## config.mk

```make
export PLATFORM = sky130hd
export DESIGN_NAME = keypad_scan_fifo
export DESIGN_NICKNAME = d
export VERILOG_FILES = /design/src/rtl/keypad_scan_fifo.sv
export SDC_FILE = /design/constraint.sdc
export NUM_CORES = 1
export LEC_CHECK = 0
export BUFFER_PORTS_ARGS = -buffer_cell sky130_fd_sc_hd__buf_2
export CORE_AREA = 3 3 97 62
export CTS_CLUSTER_SIZE = 8
export DETAILED_ROUTE_END_ITERATION = 10
export DIE_AREA = 0 0 100 65
export PLACE_DENSITY = 0.84
export SYNTH_ARGS = -nofsm -noshare
export SYNTH_HDL_FRONTEND = slang
export SYNTH_SLANG_ARGS = --single-unit
```

## constraint.sdc

```tcl
create_clock -name clock -period 4.04 [get_ports clock]
set_input_delay 0.202 -clock clock [delete_from_list [all_inputs] [get_ports clock]]
set_output_delay 0.202 -clock clock [all_outputs]
set_load 0.05 [all_outputs]
```

## src/rtl/keypad_scan_fifo.sv

```systemverilog
// keypad_scan_fifo
//   Scans a ROWS x COLS switch matrix by driving one column at a time,
//   debounces presses and releases, and queues key codes (row*COLS+col)
//   into a first-word-fall-through FIFO. Optional auto-repeat while held.
//
// Ports
//   clock      single rising-edge clock
//   reset      asynchronous active-low reset
//   row        raw keypad rows (1 = key connects driven column to row)
//   col        one-hot column drive
//   read       pop request (ignored when empty)
//   clear_ovf  synchronous clear of the sticky overflow flag
//   data_out   FIFO head code (0 while empty)
//   valid      !empty
//   empty/full FIFO status
//   overflow   sticky: a push was dropped because the FIFO was full
//   count      current occupancy
module keypad_scan_fifo #(
   parameter int ROWS     = 4,
   parameter int COLS     = 4,
   parameter int CODE_W   = 4,
   parameter int DEPTH    = 8,
   parameter int DEBOUNCE = 4,
   parameter int REPEAT   = 0
) (
   input  logic                     clock,
   input  logic                     reset,
   input  logic [ROWS-1:0]          row,
   output logic [COLS-1:0]          col,
   input  logic                     read,
   input  logic                     clear_ovf,
   output logic [CODE_W-1:0]        data_out,
   output logic                     valid,
   output logic                     empty,
   output logic                     full,
   output logic                     overflow,
   output logic [$clog2(DEPTH):0]   count
);

   localparam int AW = $clog2(DEPTH);
   localparam int CW = (COLS > 1) ? $clog2(COLS) : 1;
   localparam int DW = (DEBOUNCE > 1) ? $clog2(DEBOUNCE) : 1;
   localparam int RW = (REPEAT > 1) ? $clog2(REPEAT) : 1;
   localparam logic [CW-1:0] COL_LAST = CW'(COLS - 1);
   localparam logic [DW-1:0] DEB_LAST = DW'(DEBOUNCE - 1);
   localparam logic [RW-1:0] REP_LAST = RW'((REPEAT > 0) ? REPEAT - 1 : 0);
   localparam logic [AW:0]   FULL_CNT = (AW + 1)'(DEPTH);

   typedef enum logic [1:0] {ST_SCAN, ST_DEBOUNCE, ST_HELD, ST_RELEASE} state_t;

   state_t              state, state_n;
   logic [ROWS-1:0]     rs_meta, rs, cap_rs;
   logic [CW-1:0]       col_idx, col_next;
   logic [1:0]          dwell;
   logic [DW-1:0]       deb_cnt;
   logic [RW-1:0]       rep_cnt;
   logic [CODE_W-1:0]   code_c, cap_code;
   logic                scan_hit, deb_same, push;

   // two-flop synchronizer; everything downstream uses rs only
   always_ff @(posedge clock or negedge reset) begin
      if (!reset) begin
         rs_meta <= '0;
         rs      <= '0;
      end else begin
         rs_meta <= row;
         rs      <= rs_meta;
      end
   end

   // lowest set row wins when several rows are active
   always_comb begin
      code_c = '0;
      for (int i = ROWS - 1; i >= 0; i--)
         if (rs[i]) code_c = CODE_W'(i * COLS + int'(col_idx));
   end

   assign col_next = (col_idx == COL_LAST) ? '0 : col_idx + 1'b1;
   assign scan_hit = (dwell == 2'd3) && (rs != '0);
   // cap_rs is never zero, so equality also implies rs != 0
   assign deb_same = (rs == cap_rs);

   // ---- FSM: state register ----
   always_ff @(posedge clock or negedge reset) begin
      if (!reset) state <= ST_SCAN;
      else        state <= state_n;
   end

   // ---- FSM: next state ----
   always_comb begin
      state_n = state;
      case (state)
         ST_SCAN:     if (scan_hit) state_n = ST_DEBOUNCE;
         ST_DEBOUNCE: if (!deb_same) state_n = ST_SCAN;
                      else if (deb_cnt == DEB_LAST) state_n = ST_HELD;
         ST_HELD:     if (rs == '0) state_n = ST_RELEASE;
         ST_RELEASE:  if (rs != '0) state_n = ST_HELD;
                      else if (deb_cnt == DEB_LAST) state_n = ST_SCAN;
         default:     state_n = ST_SCAN;
      endcase
   end

   // ---- FSM: outputs ----
   always_comb begin
      col          = '0;
      col[col_idx] = 1'b1;
      push         = 1'b0;
      case (state)
         ST_DEBOUNCE: push = deb_same && (deb_cnt == DEB_LAST);
         ST_HELD:     push = (REPEAT > 0) && (rs != '0) && (rep_cnt == REP_LAST);
         default:     push = 1'b0;
      endcase
   end

   // scan / debounce / repeat counters; column stays frozen outside SCAN
   always_ff @(posedge clock or negedge reset) begin
      if (!reset) begin
         col_idx  <= '0;
         dwell    <= '0;
         deb_cnt  <= '0;
         rep_cnt  <= '0;
         cap_rs   <= '0;
         cap_code <= '0;
      end else begin
         case (state)
            ST_SCAN: begin
               if (dwell == 2'd3) begin
                  dwell <= '0;
                  if (rs != '0) begin
                     cap_rs   <= rs;
                     cap_code <= code_c;
                     deb_cnt  <= '0;
                  end else begin
                     col_idx <= col_next;
                  end
               end else begin
                  dwell <= dwell + 2'd1;
               end
            end
            ST_DEBOUNCE: begin
               if (!deb_same) begin
                  col_idx <= col_next;
                  dwell   <= '0;
               end else if (deb_cnt == DEB_LAST) begin
                  rep_cnt <= '0;
               end else begin
                  deb_cnt <= deb_cnt + 1'b1;
               end
            end
            ST_HELD: begin
               if (rs == '0)
                  deb_cnt <= '0;
               else if (REPEAT > 0)
                  rep_cnt <= (rep_cnt == REP_LAST) ? '0 : rep_cnt + 1'b1;
            end
            ST_RELEASE: begin
               if (rs != '0) begin
                  rep_cnt <= '0;
               end else if (deb_cnt == DEB_LAST) begin
                  col_idx <= col_next;
                  dwell   <= '0;
                  deb_cnt <= '0;
               end else begin
                  deb_cnt <= deb_cnt + 1'b1;
               end
            end
            default: ;
         endcase
      end
   end

   // ---- FIFO ----
   logic [CODE_W-1:0] mem [DEPTH];
   logic [AW-1:0]     wptr, rptr;
   logic              do_pop, do_push;

   assign empty    = (count == '0);
   assign full     = (count == FULL_CNT);
   assign valid    = !empty;
   assign do_pop   = read && !empty;
   // a pop on the same edge frees the slot, so full+pop still accepts
   assign do_push  = push && (!full || do_pop);
   assign data_out = empty ? '0 : mem[rptr];

   always_ff @(posedge clock) begin
      if (do_push) mem[wptr] <= cap_code;
   end

   always_ff @(posedge clock or negedge reset) begin
      if (!reset) begin
         wptr     <= '0;
         rptr     <= '0;
         count    <= '0;
         overflow <= 1'b0;
      end else begin
         if (do_push) wptr <= wptr + 1'b1;
         if (do_pop)  rptr <= rptr + 1'b1;
         case ({do_push, do_pop})
            2'b10:   count <= count + 1'b1;
            2'b01:   count <= count - 1'b1;
            default: count <= count;
         endcase
         // a drop on the same edge as clear_ovf wins
         if (push && !do_push) overflow <= 1'b1;
         else if (clear_ovf)   overflow <= 1'b0;
      end
   end

endmodule

```

==> results of run 1 <==
==> synth_stat cells, drive strengths merged (2+ instances only) <==
library cell / number
a21o: 3
a21oi: 12
a31oi: 5
buf: 6
clkbuf: 4
dfrtp: 35
edfxtp: 32
ha: 10
inv: 11
mux2: 3
mux2i: 4
mux4: 8
nand2: 35
nand2b: 3
nand3: 3
nor2: 11
nor2b: 2
nor3: 6
nor3b: 3
nor4: 4
nor4b: 2
o21a: 2
o21ai: 7
o22ai: 3
or3: 2
or4: 2
xnor2: 9
xor2: 2
==> per-stage QoR <==
stage,total power [mW],instance area [um^2],instances,util (%),hold WS [ps]
floorplan,1.86,3080,242,-,-93.6
global placement,2.04,3220,321,63.5,310
detailed placement,2.09,3220,321,63.5,312
CTS,2.66,3490,342,68.7,49.5
global route,2.81,3490,342,68.7,84.1
finish,2.65,3490,342,68.7,70.7
==> power groups by stage <==
stage	logic (mW)	registers (mW)	clock network, mW
floorplan	0.818	1.05	0
global placement	0.956	1.09	0
detailed placement	0.986	1.10	0
CTS	0.992	1.09	0.585
global route	1.08	1.12	0.616
finish	0.991	1.09	0.571
==> critical path: cells and delay by family, from the launching register on <==
kind             cells  cell delay [ps]
AND/OR/NAND/NOR      4             2000
flip-flops           1              430
XOR/XNOR             1              210
==> state kept, by name, indices dropped and copies added, names as in the netlist <==
register / count
state: 2
deb_cnt: 2
rs: 4
rptr: 3
cap_rs: 4
overflow: 1
rs_meta: 4
wptr: 3
col_idx: 2
mem: 32
dwell: 2
cap_code: 4
count: 4
==> kinds of logic after synthesis <==
group,Yosys count
adder cells (fa/ha/maj),11
AND/OR/NAND/NOR,78
XOR/XNOR,11
multiplexers,15
buffers and inverters,21
flip-flops,67
AO/OA/AOI/OAI,39
==> worst max path at each step <==
| stage | end | cells after the start | startpoint |
|---|---|---|---|
| after floorplan | count[3] | 10 | count[0] |
| after global placement | mem[2][3] | 5 | rs[2] |
| after detailed placement | mem[4][1] | 5 | rs[3] |
| after CTS | mem[4][0] | 5 | rs[3] |
| after global routing | mem[4][2] | 5 | rs[3] |
| final | mem[4][0] | 5 | rs[3] |
==> per-layer routing <==
metal	vias up	track usage [%]	wire length, um
met5	-	0	0
met4	0	7.06	38
met3	4	7.31	491
met2	84	31.1	2810
met1	1005	28.1	2680
li1	944	-	-
==> layout make-up <==
| type | instances | area [um^2] | share of cell area [%] |
|---|---|---|---|
| Sequential cell | 67 | 1840 | 52.6 |
| Multi-Input combinational cell | 154 | 1150 | 32.9 |
| Clock buffer | 14 | 205 | 5.88 |
| Timing Repair Buffer | 28 | 165 | 4.73 |
| Tap cell | 66 | 82.6 | 2.36 |
| Inverter | 11 | 41.3 | 1.18 |
| Clock inverter | 2 | 12.5 | 0.358 |
==> metrics.yaml, run 1 <==
status: "completed"
synth-seq-cells: 67
first_iter_violations: 155
path_class: "register to register"
synth_nets: 261
core_area_um2: 5080
r2r_end: "mem[4][0]"
cts_tree: "yes"
chipHeight_um: 65
ys.flop_type: "dfrtp_1"
antenna_left: 0
cts_root_buffer: "clkbuf_8"
clock.fmax_mhz: 331
p_leak_nw: 1.45
cts.reportedPaths.clkPinSlew_ps: 70
power.switching_mw: 1.08
vias_per_cell: 5.96
clockBufferDepth: 2
power_frac_comb_pct: 37.4
crit_arrival_ps: 2980
grt_pass1_vias: 1997
power.density_nw_per_um2: 759
fin_nets: 290
p_int_mw: 1.57
synth_area_um2: 3080
synth_top_area_share_pct: 31.2
cts_made_buffers: 9
initial_core_util_pct: 60.6
swShare_pct: 40.8
r2r_slack_ps: 1020
firstDrtPassIters: 4
synth_fa_ha_area_share_pct: 4.72
wire_per_inst_um: 17.6
io_pins: 24
synth_warnings: 0
h-tree-depth: 3
final.period_utilization_pct: 74.9
synth-simple-area-share_pct: 13.0
min_period_ps: 3020
power_frac_seq_pct: 41.1
grt.total_usage_pct: 20.7
min_from: "clear_ovf"
finalSetupViolCount: 0
yosysSeqAreaShare_pct: 59.7
maxCapViolCount: 0
port_buffers: 23
hold_buffers: 5
rsz0062_at_grt: "no"
clk_latency_ps: 340
path_cells: "xnor2_1 > nand4_1 > nor2_1 > nand2_1 > nor4b_1"
antenna_found_initial: 0
clkPwrFrac_pct: 21.5
hold_path_class: "primary input to register"
fp-row-count: 20
synth-compound-area-share_pct: 8.26
max-vdd-ir-drop_uv: 289
critPathMaxStageDelay_ps: 1090
gp_congestion: 0.818
synth_xor_area_share_pct: 3.13
async_reset_ff_share_pct: 52.2
cp_slowest_cell: "nor4b_1"
cts_num_sinks: 67
syn_to_final_growth_pct: 13.5
n_antenna_cell: 0
grt_start_max_net_pins: 36
vias: 2037
grt_first_pass_wirelength_mm: 9.96
worst-slew-pin-transition_ps: 1310
grt-ovfl-total: 0
avgSynthCellArea_um2: 12.7
synthCells: 242
mostFrequentLayoutCells: "nand2_1 (35), dfrtp_1 (35), edfxtp_1 (32)"
skew_ps: 10.8
hold-path-cell-count: 2
remaining_drc_errors: 0
tns_ps: 0
cp.required_ps: 3990
reg2reg_from: "rs[3]"
min_to: "overflow"
yosysTopAreaCell: "edfxtp_1"
synth.area.top_cells: "edfxtp_1 (31%), dfrtp_1 (28%), mux4_2 (5.9%)"
synthMuxAreaShare_pct: 8.26
hold_viol: 0
die_w_um: 100
cp-start-kind: "register"
r2r.worst_path.cells: 5
drv_slew: 0
slew_headroom_pct: 11.2
synth_edf_count: 32
drive_above_1_share_pct: 19.6
synth_top_family_by_area: "simple AND/OR/NAND/NOR gates"
critPathCaptureType: "register"
nFillCells: 375
post_cts_buffers: 0
drt_wl_total_mm: 6.02
crit_fanout: 7
dp_hpwl_mm: 4.28
die_area_um2: 6500
ctsResizeCount: 0
synth_cell_type_count: 49
pre_cts_slack_ps: 1130
setup_slack_ps: 1020
(Power assumes the default switching activity.)
==> run 2: changes to the inputs <==
Settings changed: ABC_AREA set to 1, PLACE_DENSITY 0.84 to 0.83.
Clock period 4.04 ns to 3.1 ns, I/O delays scaled along.
==> metrics.yaml, run 2 <==
status: "completed"
drive_above_1_share_pct: 17.9  # -1.7 points
cp-start-kind: "register"
antenna_left: 0  # unchanged
yosysSeqAreaShare_pct: 60.1  # +0.44 points
core_area_um2: 5080  # unchanged
p_leak_nw: 1.57  # +8.4%
chipHeight_um: 65  # unchanged
clockBufferDepth: 2  # unchanged
synth_top_area_share_pct: 31.5  # +0.23 points
rsz0062_at_grt: "no"
critPathCaptureType: "output pin"
yosysTopAreaCell: "edfxtp_1"
syn_to_final_growth_pct: 14.5
skew_ps: 6.23  # -4.57 ps
slew_headroom_pct: 48.9  # +38 points
final.period_utilization_pct: 75.4
h-tree-depth: 3  # unchanged
cts.reportedPaths.clkPinSlew_ps: 70  # about the same
final_common_cell: "nand2_1"
antenna_found_initial: 0  # unchanged
cts_num_sinks: 67  # unchanged
power_frac_comb_pct: 43.2  # +5.8 points
p_int_mw: 1.98  # +26%
firstDrtPassIters: 4  # unchanged
async_reset_ff_share_pct: 52.2  # unchanged
clk_latency_ps: 350  # about the same
wire_per_inst_um: 15.0  # -15%
ctsResizeCount: 0  # unchanged
largest-register: "mem"
maxCapViolCount: 0  # unchanged
hold_path_class: "primary input to register"
drt_wl_total_mm: 5.94  # -1.2%
finalSetupViolCount: 0  # unchanged
hold_viol: 0  # unchanged
nFillCells: 381  # +1.6%
grt_first_pass_wirelength_mm: 10.2  # +2.8%
n_antenna_cell: 0  # unchanged
synth-seq-cells: 67  # unchanged
grt-ovfl-total: 0  # unchanged
power.switching_mw: 1.67  # +54%
clkPwrFrac_pct: 19.7  # -1.8 points
fp-row-count: 20  # unchanged
synth_common_cells: "nand2_1 (49), o21ai_0 (38), dfrtp_1 (35)"
cts_tree: "yes"
drv_slew: 0  # unchanged
cp-startpoint: "rptr[0]"
worst-slew-pin-transition_ps: 767  # -547 ps
fin_util_pct: 68.8  # +0.074 points
cts_root_buffer: "clkbuf_8"
synth.most_common_cell: "nand2_1"
io_pins: 24  # unchanged
ys.flop_type: "dfrtp_1"
post_cts_buffers: 0  # unchanged
dp_hpwl_mm: 4.23  # -1.0%
crit_fanout: 18  # +11
synth_warnings: 0  # unchanged
avgSynthCellArea_um2: 10.6  # -17%
min_from: "clear_ovf"
multi_input_area_um2: 1070  # -6.4%
synth_edf_count: 32  # unchanged
min_period_ps: 2340
tns_ps: 0  # unchanged
swShare_pct: 45.7  # +4.9 points
vias_per_cell: 5.48  # -8.0%
vias: 2171  # +6.6%
max-vdd-ir-drop_uv: 766  # +160%
power.density_nw_per_um2: 1040  # +38%
path_class: "register to output pin"
grt_start_max_net_pins: 36  # unchanged
r2r_end: "count[3]"
gp_congestion: 0.818  # about the same
largest_register_ffs: 32  # unchanged
r2r_slack_ps: 780  # -240 ps
die_w_um: 100  # unchanged
crit_arrival_ps: 2180  # -800 ps
clock.fmax_mhz: 428
cp.required_ps: 2940  # -1050 ps
remaining_drc_errors: 0  # unchanged
endpoint: "data_out[2]"
grt.total_usage_pct: 20.9  # +0.23 points
synth_nets: 308  # +18%
power_frac_seq_pct: 37.1  # -4.0 points
cts_made_buffers: 9  # unchanged
r2r.worst_path.cells: 15  # +10
fin_nets: 344  # +19%
grt_pass1_vias: 2141  # +7.2%
synth_cell_type_count: 35  # -29%
reg2reg_from: "count[1]"
seqCellArea_um2: 1840  # unchanged
synth.area.top_cells: "edfxtp_1 (31%), dfrtp_1 (29%), o21ai_0 (6.2%)"
synthCells: 289  # +19%
mostFrequentLayoutCells: "nand2_1 (49), o21ai_0 (38), dfrtp_1 (35)"
port_buffers: 23  # unchanged
die_area_um2: 6500  # unchanged
first_iter_violations: 164  # +5.8%
synth_area_um2: 3050  # -0.73%
initial_core_util_pct: 60.1  # -0.44 points
-- run 2: cell count changes in the layout (fill, tap and decap cells not counted), sizes merged, moves of 4 or more --
| cell | previous run | this run |
|---|---|---|
| mux2i | 4 | 0 |
| o21ai | 7 | 40 |
| a21oi | 12 | 2 |
| xnor2 | 9 | 4 |
| nor3 | 6 | 10 |
| nand2 | 35 | 54 |
| mux4 | 8 | 0 |
| nor2 | 11 | 36 |
| nand3 | 3 | 7 |
| inv | 11 | 33 |
| nor4 | 4 | 0 |
-- run 2: worst max-delay path, stage by stage, from the launching register on --
cell     delay, ps
dfrtp_1        360
buf_4          200
inv_1          390
o21ai_0        140
o22ai_1        190
o21ai_0        110
a31oi_1        160
buf_2          290
-- run 2: worst min path at each step --
stage                        to  cells after the start
global placement     rs_meta[3]                      1
finish                 overflow                      2
floorplan           cap_code[0]                      0
CTS                    overflow                      2
global route           overflow                      2
detailed placement   rs_meta[3]                      1
-- run 2: through the flow --
| stage | std cells | instance area [um^2] | total power [mW] | setup WS [ps] | hold slack [ps] |
|---|---|---|---|---|---|
| after floorplan | 289 | 3050 | 2.56 | 551 | -141 |
| after global placement | 375 | 3240 | 2.88 | 922 | 263 |
| after detailed placement | 375 | 3240 | 2.94 | 800 | 265 |
| after CTS | 396 | 3500 | 3.66 | 760 | 14.7 |
| after global routing | 396 | 3500 | 3.92 | 462 | 28.2 |
| final | 396 | 3500 | 3.65 | 762 | 18.6 |
-- run 2: area by class of cell --
| class | instances | share of cell area, % |
|---|---|---|
| sequential | 67 | 52.5 |
| multi-input combinational | 185 | 30.7 |
| clock buffer | 11 | 4.97 |
| timing repair buffer | 29 | 4.94 |
| inverter | 33 | 3.54 |
| tap | 66 | 2.36 |
| clock inverter | 5 | 0.895 |
-- run 2: per-layer routing --
| metal | GRT usage, % | part of all wire (%) |
|---|---|---|
| met1 | 28.2 | 47 |
| met2 | 31.1 | 44 |
| met3 | 7.20 | 7.6 |
| met4 | 8.57 | 1.5 |
| met5 | 0 | 0 |
-- run 2: cells by family (layout without fill, tap and decap cells) --
logic type,count (synthesis),count (layout),share of synthesized area (%)
xor+xnor,8,8,2.29
simple gates,109,109,17.8
compound gates,57,57,10.4
fa+ha+maj,11,11,4.75
buf+inv,37,78,4.67
flops,67,67,60.1
-- run 2: what timing repair did --
| item | 4_1_cts | 5_1_grt |
|---|---|---|
| setup endpoints to repair | 0 | 0 |
| hold buffers | 5 | 0 |
| hold endpoints to repair | 39 | 0 |
-- run 2: power by group through the flow --
stage	Combinational, mW	Clock [mW]	Sequential (mW)
after floorplan	1.17	0	1.38
after global placement	1.52	0	1.36
after detailed placement	1.57	0	1.37
after CTS	1.58	0.729	1.35
after global routing	1.76	0.774	1.39
final	1.58	0.718	1.35
